--- src/rtl/eth_tx_reply_arbiter.sv ---
// eth_tx_reply_arbiter
//   Round-robin scheduler that shares the single 64-bit AXI-Stream TX port
//   among the ARP, ICMP and UDP reply streams. It sits between the reply
//   builders and the 10G MAC TX. One source is granted at a time, and the
//   grant is held until that frame's tlast beat is accepted. The block also
//   counts transmitted frames and flags frames that run over length.
//
// Parameters
//   MAX_BEATS   beat limit per frame; reaching it without tlast sets o_err_overrun
//   IFG_CYCLES  idle cycles forced after each frame (only with ETH_TX_ARB_IFG_EN)
//
// Configuration macro
//   ETH_TX_ARB_IFG_EN  when defined, an IFG state holds the port idle for
//                      IFG_CYCLES cycles after every frame
//
// Ports
//   i_clk, i_reset                 clock, synchronous active-high reset
//   i_<src>_tvalid/tdata/tlast/tkeep, o_<src>_tready
//                                  reply streams, src = arp, icmp, udp
//   o_tx_axis_tvalid/tdata/tlast/tkeep, i_tx_axis_tready
//                                  stream towards the MAC
//   o_grant        one-hot active grant {udp,icmp,arp}, 0 when idle
//   o_busy         1 in any state other than IDLE
//   o_frame_cnt    frames completed, wraps at 16 bits
//   o_err_overrun  sticky over-length flag, cleared only by reset
module eth_tx_reply_arbiter #(
  parameter int MAX_BEATS  = 1024,
  parameter int IFG_CYCLES = 2
) (
  input  logic        i_clk,
  input  logic        i_reset,
  input  logic        i_arp_tvalid,
  input  logic [63:0] i_arp_tdata,
  input  logic        i_arp_tlast,
  input  logic [7:0]  i_arp_tkeep,
  output logic        o_arp_tready,
  input  logic        i_icmp_tvalid,
  input  logic [63:0] i_icmp_tdata,
  input  logic        i_icmp_tlast,
  input  logic [7:0]  i_icmp_tkeep,
  output logic        o_icmp_tready,
  input  logic        i_udp_tvalid,
  input  logic [63:0] i_udp_tdata,
  input  logic        i_udp_tlast,
  input  logic [7:0]  i_udp_tkeep,
  output logic        o_udp_tready,
  output logic        o_tx_axis_tvalid,
  output logic [63:0] o_tx_axis_tdata,
  output logic        o_tx_axis_tlast,
  output logic [7:0]  o_tx_axis_tkeep,
  input  logic        i_tx_axis_tready,
  output logic [2:0]  o_grant,
  output logic        o_busy,
  output logic [15:0] o_frame_cnt,
  output logic        o_err_overrun
);

`ifdef ETH_TX_ARB_IFG_EN
  localparam int IFG_LEN = IFG_CYCLES;
`else
  // IFG disabled: IFG_CYCLES is ignored and the IFG state is never entered.
  localparam int IFG_LEN = IFG_CYCLES * 0;
`endif

  localparam int BW = $clog2(MAX_BEATS + 1);
  localparam int IW = (IFG_LEN > 0) ? $clog2(IFG_LEN + 1) : 1;

  typedef enum logic [1:0] {
    IDLE = 2'd0,
    XFER = 2'd1,
    IFG  = 2'd2
  } state_t;

  state_t        state, state_next;
  logic [2:0]    grant, grant_next;
  logic [2:0]    rr_ptr, rr_ptr_next;
  logic [2:0]    req, winner, rdy;
  logic          sel_valid, sel_last;
  logic [63:0]   sel_data;
  logic [7:0]    sel_keep;
  logic          tx_valid, accept, last_accept;
  logic [BW-1:0] beat_cnt;
  logic [15:0]   frame_cnt;
  logic          err_overrun;
  logic [IW-1:0] ifg_cnt;

  assign req = {i_udp_tvalid, i_icmp_tvalid, i_arp_tvalid};

  // Search starts at the source after the last winner: ARP -> ICMP -> UDP -> ARP.
  always_comb begin
    winner = 3'b000;
    case (rr_ptr)
      3'b001: begin
        if      (req[1]) winner = 3'b010;
        else if (req[2]) winner = 3'b100;
        else if (req[0]) winner = 3'b001;
      end
      3'b010: begin
        if      (req[2]) winner = 3'b100;
        else if (req[0]) winner = 3'b001;
        else if (req[1]) winner = 3'b010;
      end
      default: begin
        if      (req[0]) winner = 3'b001;
        else if (req[1]) winner = 3'b010;
        else if (req[2]) winner = 3'b100;
      end
    endcase
  end

  always_comb begin
    sel_valid = 1'b0;
    sel_last  = 1'b0;
    sel_data  = '0;
    sel_keep  = '0;
    if (grant[0]) begin
      sel_valid = i_arp_tvalid;
      sel_last  = i_arp_tlast;
      sel_data  = i_arp_tdata;
      sel_keep  = i_arp_tkeep;
    end else if (grant[1]) begin
      sel_valid = i_icmp_tvalid;
      sel_last  = i_icmp_tlast;
      sel_data  = i_icmp_tdata;
      sel_keep  = i_icmp_tkeep;
    end else if (grant[2]) begin
      sel_valid = i_udp_tvalid;
      sel_last  = i_udp_tlast;
      sel_data  = i_udp_tdata;
      sel_keep  = i_udp_tkeep;
    end
  end

  assign tx_valid    = (state == XFER) && sel_valid;
  assign accept      = tx_valid && i_tx_axis_tready;
  assign last_accept = accept && sel_last;

  always_comb begin
    state_next  = state;
    grant_next  = grant;
    rr_ptr_next = rr_ptr;
    case (state)
      IDLE: begin
        if (|req) begin
          grant_next  = winner;
          rr_ptr_next = winner;
          state_next  = XFER;
        end
      end
      XFER: begin
        if (last_accept) begin
          grant_next = 3'b000;
          state_next = (IFG_LEN > 0) ? IFG : IDLE;
        end
      end
      IFG: begin
        if (ifg_cnt <= IW'(1)) state_next = IDLE;
      end
      default: state_next = IDLE;
    endcase
  end

  // Pointer resets to UDP so that ARP wins the first arbitration.
  always_ff @(posedge i_clk) begin
    if (i_reset) begin
      state  <= IDLE;
      grant  <= 3'b000;
      rr_ptr <= 3'b100;
    end else begin
      state  <= state_next;
      grant  <= grant_next;
      rr_ptr <= rr_ptr_next;
    end
  end

  always_ff @(posedge i_clk) begin
    if (i_reset) begin
      ifg_cnt <= '0;
    end else if (last_accept) begin
      ifg_cnt <= IW'(IFG_LEN);
    end else if (state == IFG && ifg_cnt != '0) begin
      ifg_cnt <= ifg_cnt - 1'b1;
    end
  end

  // The overrun flag is raised by the non-last beat that brings the count
  // to MAX_BEATS; the frame itself keeps flowing until its tlast.
  always_ff @(posedge i_clk) begin
    if (i_reset) begin
      beat_cnt    <= '0;
      frame_cnt   <= '0;
      err_overrun <= 1'b0;
    end else if (accept) begin
      if (sel_last) begin
        beat_cnt  <= '0;
        frame_cnt <= frame_cnt + 16'd1;
      end else begin
        if (beat_cnt < BW'(MAX_BEATS)) beat_cnt <= beat_cnt + 1'b1;
        if (beat_cnt >= BW'(MAX_BEATS - 1)) err_overrun <= 1'b1;
      end
    end
  end

  assign rdy = (state == XFER && i_tx_axis_tready) ? grant : 3'b000;

  assign o_arp_tready     = rdy[0];
  assign o_icmp_tready    = rdy[1];
  assign o_udp_tready     = rdy[2];
  assign o_tx_axis_tvalid = tx_valid;
  assign o_tx_axis_tdata  = tx_valid ? sel_data : 64'd0;
  assign o_tx_axis_tlast  = tx_valid && sel_last;
  assign o_tx_axis_tkeep  = tx_valid ? sel_keep : 8'd0;
  assign o_grant          = grant;
  assign o_busy           = (state != IDLE);
  assign o_frame_cnt      = frame_cnt;
  assign o_err_overrun    = err_overrun;

endmodule

--- config.mk ---
export PLATFORM = sky130hd
export DESIGN_NAME = eth_tx_reply_arbiter
export DESIGN_NICKNAME = d
export VERILOG_FILES = /design/src/rtl/eth_tx_reply_arbiter.sv
export SDC_FILE = /design/constraint.sdc
export NUM_CORES = 1
export LEC_CHECK = 0
export CORE_AREA = 2 2 126 128
export CTS_CLUSTER_SIZE = 14
export DETAILED_ROUTE_END_ITERATION = 10
export DIE_AREA = 0 0 128 130
export GPL_ROUTABILITY_DRIVEN = 0
export PLACE_DENSITY = 0.76
export SYNTH_ARGS = -nofsm -noshare
export SYNTH_HDL_FRONTEND = slang
export SYNTH_SLANG_ARGS = --single-unit
--- constraint.sdc ---
create_clock -name i_clk -period 1.9 [get_ports i_clk]
set_input_delay 0.19 -clock i_clk [delete_from_list [all_inputs] [get_ports i_clk]]
set_output_delay 0.19 -clock i_clk [all_outputs]
set_load 0.02 [all_outputs]
# Word level (Yosys, flattened, before mapping)
# Index checks and enable logic that the tools add are counted.
[op_classes]
add_sub_neg = 3
n_mul = 0
n_div = 0
n_lt_le_gt_ge = 3
n_eq_ne = 7
n_shift = 0
n_mux = 34
n_bitwise = 1
reduce_logical = 18
[ops]
columns = ["operator", "n"]
rows = [
  ["2-to-1 mux 64 bit", 4],
  ["2-to-1 mux 8 bit", 4],
  ["2-to-1 mux 3 bit", 9],
  ["2-to-1 mux 11 bit", 2],
  ["adder 16 x 1 -> 16 bit, second input constant", 1],
  ["one-hot mux 3 bit (2 select lines)", 2],
  ["adder 11 x 1 -> 11 bit, second input constant", 1],
  [">= comparator 11 x 10 -> 1 bit, second input constant", 1],
  ["less-than comparator 11 bit, second input constant", 1],
  ["2-to-1 mux 2 bit", 5],
  ["AND reduction 3 bit", 3],
  ["2-to-1 mux 1 bit", 7],
  ["logical AND 1 bit", 6],
  ["!= test 2 bit, second input constant", 3],
  ["one-hot mux 2 bit (3 select lines)", 1],
  ["AND reduction 2 bit", 3],
  ["nonzero test 2 bit", 3],
  ["== test 3 x 1 -> 1 bit, second input constant", 1],
  ["== test 3 x 2 -> 1 bit, second input constant", 1],
  ["OR reduction 3 bit", 1],
  ["== test 2 x 1 -> 1 bit, second input constant", 1],
  ["== test 2 bit, second input constant", 1],
  ["zero test 2 bit", 1],
  ["OR reduction 2 bit", 1],
  ["other kinds (3)", 3],
]
[word_totals]
reg_bits = 37
latchBits = 0
mem_bits_rw = 0
rom_bits = 0
input_bits = 225
out_inout_bits = 98
wordCells = 73
n_memories = 0

# Longest topological paths before layout
# Gate-level depths: netlist of the first run.
[logic_depth]
depth_word = 8
depth_mapped = 7
ltp_nobuf = 5

# Least setup slack after synthesis of the first run
# No wires, ideal clock.
[synth_path]
path_type = "reg-to-output"
startpoint = "reg grant[0] (netlist: o_grant[0])"
endpoint = "out o_tx_axis_tdata[32]"
arrival_ns = 1.873
required_time_ns = 1.710
setup_slack_ns = -0.163
stages_incl_launch_ff = 6
path_buffers = 3
path_cell_list = "dfxtp_1 > clkbuf_1 > clkbuf_1 > clkbuf_1 > a221oi_1 > nor3_1"
[synth_between]
elab_chain_cells = 3
word_cells_on_any_way = 4
classes_between = "3 x mux; 1 x reduce/logical"
[synth_rtl]
columns = ["item", "line_no", "text"]
rows = [
  ["start, declared", "75", "logic [2:0] grant, grant_next;"],
  ["start signal, assigned", "171", "grant <= grant_next;"],
  ["2-to-1 mux 1 bit", "116", "if (grant[0]) begin"],
  ["logical AND 1 bit", "134", "assign tx_valid = (state == XFER) && sel_valid;"],
  ["2-to-1 mux 64 bit *", "210", "assign o_tx_axis_tdata = tx_valid ? sel_data : 64'd0;"],
  ["end, declared", "48", "output logic [63:0] o_tx_axis_tdata,"],
]
# Mark *: on every way between the ends. The rest lies on a longest branch, timed or not.

# Final worst setup path of the first run
[layout_path]
startpoint = "reg grant[2] (netlist: o_grant[2])"
endpoint = "out o_tx_axis_tdata[53]"
[layout_between]
elab_chain_cells = 5
word_cells_on_any_way = 8
classes_between = "7 x mux; 1 x reduce/logical"
[layout_rtl]
columns = ["item", "line_no", "text"]
rows = [
  ["2-to-1 mux 1 bit", "126", "end else if (grant[2]) begin"],
  ["2-to-1 mux 1 bit", "121", "end else if (grant[1]) begin"],
  ["2-to-1 mux 1 bit", "116", ""],
  ["logical AND 1 bit", "134", ""],
  ["2-to-1 mux 64 bit *", "210", ""],
]
# Marked as above.

==> results.toml, run 1 <==
[outcome]
status = "complete, but fails checks"
violations = "setup timing"

[clock_tree]
htree_levels = 2
cts.reportedPaths.clkPinSlew_ns = 0.05
cts_tree = "yes"
root_buffer = "clkbuf_16"
insertion_delay_ns = 0.28
cts_hold_buf = 0
cts_made_buffers = 5
clock-sinks = 35
clk_path_buf_depth = 2

[floorplan]
io_pins = 323
core_area_um2 = 15400
start_util_pct = 23.1
die_h_um = 130
std_cell_rows = 46
die_x_um = 128
dieArea_um2 = 16600

[yosys]
syn_area_um2 = 3560
ys_seq_elements = 35
syn_inst = 485
async_flop_share_pct = 0
synth_largest_area_cell = "dfxtp_1"
netlist-cell-type-count = 42
synth_top_area_share_pct = 19.7
yosys-top-cells-area = "dfxtp_1 20%, a221oi_1 18%, nor2b_1 15%, nor3_1 10%, clkbuf_1 4.2%"
seq_area_frac_synth_pct = 19.7
postSynthAreaPerCell_um2 = 7.34
synth_edf_count = 0
ys_warn_count = 0
synth_nets = 712
ys.flop_type = "dfxtp_1"

[worst_setup_path]
path_max_fanout = 8
end_kind = "primary output"
r2r-start = "o_grant[1]"
slowest_stage = "a221oi_1"
start_kind = "register"
r2r_cells = 7
cp_num_buf_inv = 4
timing.rr.end = "o_frame_cnt[3]"
slowest_delay_ns = 0.45
path_cells = "buf_4 -> nor2b_4 -> buf_12 -> clkbuf_16 -> a221oi_1 -> nor3_4 -> buf_6"
crit_required_ns = 1.71
path_class = "register to primary output"
crit_family = "buffers and inverters"
reg2reg_slack_ns = -0.08
crit_arrival_ns = 1.86

[final_layout]
area_growth_pct = 163
fin_nets = 1091
n_fill_cell = 1229
drive_gt1_share_pct = 39.7
layout_common_cells = "245 x clkdlybuf4s50_1, 81 x nor2b_1, 79 x buf_4"
layout_commonest_cell = "clkdlybuf4s50_1"
final_cell_count_no_fill = 1058

[power]
power.total_w = 0.00312
ir_worst_vdd_mv = 0.483
p_leak_nw = 3.36
power_density_nw_per_um2 = 333

[sta]
drv_slew = 0
rsz0062_at_grt = "true"
fin_skew_ns = 0.00480
max_freq_mhz = 487
slew_headroom_pct = 64.5
min_period_ns = 2.05
hold_viol_final = 0
setup_viol = 67
setup_slack_ns = -0.152
worstMarginPinSlew_ns = 0.533
post-route-period-util_pct = 108

[grt]
grt_use_total_pct = 24.5
grt_max_degree = 41
grt_pass1_vias = 5289
grt_antenna_before_repair = 1
grt_pass1_wl_um = 31200
overflow = 0

[routing]
drc = 0
routed_wl_um = 24700
dr.pass1.iters = 5
via_count = 5803
wl_per_cell_um = 23.3
drt_iter0_drc = 439
postRouteAntennaNets = 0
avgViaCountPerCell = 5.48

[min_path]
hold_path.class = "register to register"
min_to = "beat_cnt[6]"
min_from = "beat_cnt[6]"
min_path_cells = 2

[placement]
portBuffers = 322
dpl.cell_count = 1014
hpwlAfterDp_um = 16800

[job]
maxCapViolations = 0
## flip-flops by register name (all words and copies together) (netlist names)
register / count
o_err_overrun: 1
o_frame_cnt: 16
o_grant: 3
beat_cnt: 11
rr_ptr: 3
state: 1
## how the worst max path moves through the flow
stage | from | endpoint | slack, ns | cells past startpoint
2_1_floorplan | o_grant[1] | o_tx_axis_tdata[12] | -0.12 | 7
3_3_place_gp | i_udp_tvalid | o_tx_axis_tdata[0] | -0.65 | 8
3_5_place_dp | i_udp_tvalid | o_tx_axis_tdata[0] | -0.65 | 8
4_1_cts | o_grant[1] | o_tx_axis_tdata[56] | -0.19 | 9
5_1_grt | o_grant[2] | o_tx_axis_tdata[53] | -0.20 | 7
6_report | o_grant[2] | o_tx_axis_tdata[53] | -0.15 | 7
## routing by layer
metal / up-vias / track usage [%] / wire length, µm
met5: - / 0 / 0
met4: 0 / 5.24 / 694
met3: 60 / 8.41 / 2510
met2: 301 / 40.8 / 12100
met1: 2791 / 30.8 / 9400
li1: 2651 / - / -
## synthesized netlist by cell type (2+ instances only)
| master | instances |
|---|---|
| o31ai_1 | 11 |
| ha_1 | 2 |
| and3b_2 | 2 |
| or2_2 | 2 |
| nor2b_1 | 84 |
| nor2_1 | 15 |
| inv_1 | 7 |
| or3_1 | 2 |
| a31oi_1 | 3 |
| nand3_1 | 8 |
| a21o_1 | 3 |
| dfxtp_1 | 35 |
| clkbuf_1 | 40 |
| nor4b_1 | 2 |
| nand4_1 | 5 |
| nor3_1 | 73 |
| buf_2 | 10 |
| and2_1 | 3 |
| a21oi_1 | 24 |
| o21ai_0 | 5 |
| buf_6 | 3 |
| nand2b_1 | 5 |
| nor4_1 | 9 |
| and4_1 | 3 |
| and3_1 | 4 |
| mux2_2 | 11 |
| o211ai_1 | 5 |
| or4_1 | 12 |
| nand2_1 | 13 |
| a221oi_1 | 72 |
## where the power goes
| part | leakage, nW | total (W) | switching (W) | internal [W] |
|---|---|---|---|---|
| clock network | 0.0679 | 0.000781 | 0.000297 | 0.000484 |
| logic | 3.01 | 0.00158 | 0.000702 | 0.000880 |
| registers | 0.285 | 0.000759 | 0.0000152 | 0.000743 |
| total | 3.36 | 0.00312 | 0.00101 | 0.00211 |
## tightest hold or removal path: cells and delay by family, from the launching register on
family,cells,cell delay (ns)
flops,1,0.31
compound gates,2,0.12
## what timing repair did
action,CTS,global route
gates resized for setup,394,180
gates cloned,8,5
setup buffers,11,14
endpoints found under the setup margin,85,98
pin swaps,49,41
## logic make-up (layout without fill, tap and decap cells)
| group | Yosys count | count (layout) | synth area share [%] |
|---|---|---|---|
| compound gates | 131 | 133 | 29.3 |
| xor+xnor | 1 | 1 | 0.246 |
| fa+ha+maj | 2 | 2 | 0.703 |
| buf+inv | 61 | 439 | 7.42 |
| flops | 35 | 35 | 19.7 |
| mux | 11 | 11 | 3.48 |
| other cells | 0 | 1 | 0 |
| simple gates | 244 | 244 | 39.2 |
## cell type report
class / count / area (µm²) / area share (%)
diodes: 1 / 2.50 / 0.0267
clock buffers: 7 / 133 / 1.42
clock inverters: 1 / 5.00 / 0.0535
inverters: 7 / 28.8 / 0.307
multi-input cells: 391 / 3780 / 40.4
flip-flops and latches: 35 / 708 / 7.56
well taps: 192 / 240 / 2.57
repair buffers: 424 / 4470 / 47.7
## metrics by stage
| stage | setup TNS, ns | util, % | cell area (µm²) | worst slack, ns | hold slack, ns |
|---|---|---|---|---|---|
| 2_1_floorplan | -2.72 | - | 3790 | -0.118 | 0.355 |
| 3_3_place_gp | -42.19 | 50.0 | 7720 | -0.652 | 0.450 |
| 3_5_place_dp | -44.81 | 50.0 | 7720 | -0.650 | 0.465 |
| 4_1_cts | -6.70 | 55.8 | 8600 | -0.194 | 0.471 |
| 5_1_grt | -9.39 | 60.7 | 9360 | -0.205 | 0.500 |
| 6_report | -4.66 | 60.7 | 9360 | -0.152 | 0.478 |
Power figures use the tool's default switching activity.
==> inputs of run 2 (changes only) <==
CAP_MARGIN = 15   (was not set)
SETUP_SLACK_MARGIN = 0.02   (was not set)
TNS_END_PERCENT = 50   (was not set)
==> run 2 against run 1 <==
- the flow still finishes with violations (setup timing)
- hold slack got worse by 0.055 ns
- non-clock buffer count is 1 lower
- wire length up 1.3%
- sequential power is essentially flat
- global-route usage is 2.0 points higher
- final cell count fell by 0.19%
- critical endpoint is now o_tx_axis_tdata[38]
- final area is essentially flat
- sequential share of layout area barely moved
==> results.toml, run 2 (synthesis gave the netlist of run 1 again) <==
[outcome]
status = "complete, but fails checks"
violations = "setup timing"

[placement]
placed_area_um2 = 7640
hpwlAfterDp_um = 17700
portBuffers = 322
dp_slack_ns = -0.604

[worst_setup_path]
path_class = "register to primary output"
crit_arrival_ns = 1.96
path_max_fanout = 9
start_kind = "register"
end_kind = "primary output"
crit_required_ns = 1.71

[clock_tree]
clock-sinks = 35
cts_tree = "yes"
cts.reportedPaths.clkPinSlew_ns = 0.05
insertion_delay_ns = 0.28
clk_path_buf_depth = 2
cts_made_buffers = 5
cts_hold_buf = 0
htree_levels = 2
root_buffer = "clkbuf_16"

[sta]
max_freq_mhz = 465
hold_viol_final = 0
fin_skew_ns = 0.00349
slew_headroom_pct = 58.7
min_period_ns = 2.15
drv_slew = 0
rsz0062_at_grt = "true"
worstMarginPinSlew_ns = 0.620
setup_viol = 83
setup_slack_ns = -0.248
post-route-period-util_pct = 113

[routing]
postRouteAntennaNets = 0
drc = 0
routed_wl_um = 25000
dr.pass1.iters = 4
via_count = 5669
avgViaCountPerCell = 5.37
wl_per_cell_um = 23.7
drt_iter0_drc = 409

[grt]
grt_pass1_vias = 5358
overflow = 0
grt_pass1_wl_um = 33200
grt_use_total_pct = 26.5
grt_max_degree = 69
grt_antenna_before_repair = 2

[floorplan]
die_h_um = 130
start_util_pct = 23.1
die_x_um = 128
io_pins = 323
std_cell_rows = 46
core_area_um2 = 15400
dieArea_um2 = 16600

[final_layout]
fin_nets = 1088
final_util_pct = 60.7
layout_common_cells = "242 x clkdlybuf4s50_1, 95 x buf_4, 81 x nor2b_1"
drive_gt1_share_pct = 39.6
fin_area_um2 = 9370
layout_commonest_cell = "clkdlybuf4s50_1"
largest_reg_flops = 16
area_growth_pct = 163
n_fill_cell = 1258

[power]
power_density_nw_per_um2 = 360
p_leak_nw = 3.36
ir_worst_vdd_mv = 0.449

[min_path]
hold_path.class = "input port to register"

[job]
maxCapViolations = 0
## run 2: changes by cell type in the layout (fill, tap and decap cells not counted), moves of 6 or more
cell	change
a221oi_2	-6
a221oi_4	+12
a221oi_1	-6
buf_6	-8
buf_4	+16
nor3_2	+8
## run 2: layout make-up
type	count	area (µm²)	area share [%]
antenna	2	5.00	0.0534
clock buffer	7	154	1.64
clock inverter	1	30.0	0.321
inverter	7	26.3	0.280
multi-input combinational	389	3820	40.8
sequential	35	711	7.59
tap	192	240	2.56
timing repair buffer	423	4380	46.8
## run 2: worst max-delay path, stage by stage, from the launching register on
cell and delay, ns:
dfxtp_2 0.34, buf_6 0.11, nor2b_4 0.13, buf_12 0.14, buf_16 0.15, a221oi_1 0.55
nor3_4 0.09, buf_12 0.16
## run 2: path summary, 6_finish.rpt
check,slack [ns],start,depth (start not counted),end
hold reg to reg,0.46,o_err_overrun,2,o_err_overrun
setup / recovery,-0.25,o_grant[2],7,o_tx_axis_tdata[38]
hold / removal,0.42,i_icmp_tvalid,4,state[0]
setup reg to reg,-0.11,o_grant[1],8,o_frame_cnt[9]
## run 2: through the flow
stage	hold WS [ns]	cells	TNS, ns	power (W)
floorplan	0.355	485	-3.40	0.00120
global placement	0.443	1010	-38.62	0.00197
detailed placement	0.453	1010	-40.16	0.00197
CTS	0.467	1047	-9.89	0.00323
global route	0.486	1056	-15.38	0.00350
finish	0.423	1056	-9.61	0.00337
## run 2: repair_timing
action	4_1_cts	5_1_grt
buffers inserted	27	7
cloned	2	3
pin swaps	42	37
gates resized for setup	422	103
setup endpoints to repair	80	100
## run 2: power breakdown
group / leakage (nW) / internal [W] / switching (W)
clock: 0.0893 / 0.000699 / 0.000315
combinational: 2.99 / 0.000884 / 0.000709
sequential: 0.285 / 0.000744 / 0.0000170
## run 2: layer usage
| layer | routed length, µm | GRT usage (%) | part of all wire (%) | vias to the layer above |
|---|---|---|---|---|
| met5 | 0 | 0 | 0 | - |
| met4 | 475 | 3.56 | 1.9 | 0 |
| met3 | 2940 | 12.0 | 12 | 38 |
| met2 | 11700 | 42.0 | 47 | 252 |
| met1 | 9900 | 34.2 | 40 | 2733 |
| li1 | - | - | - | 2646 |
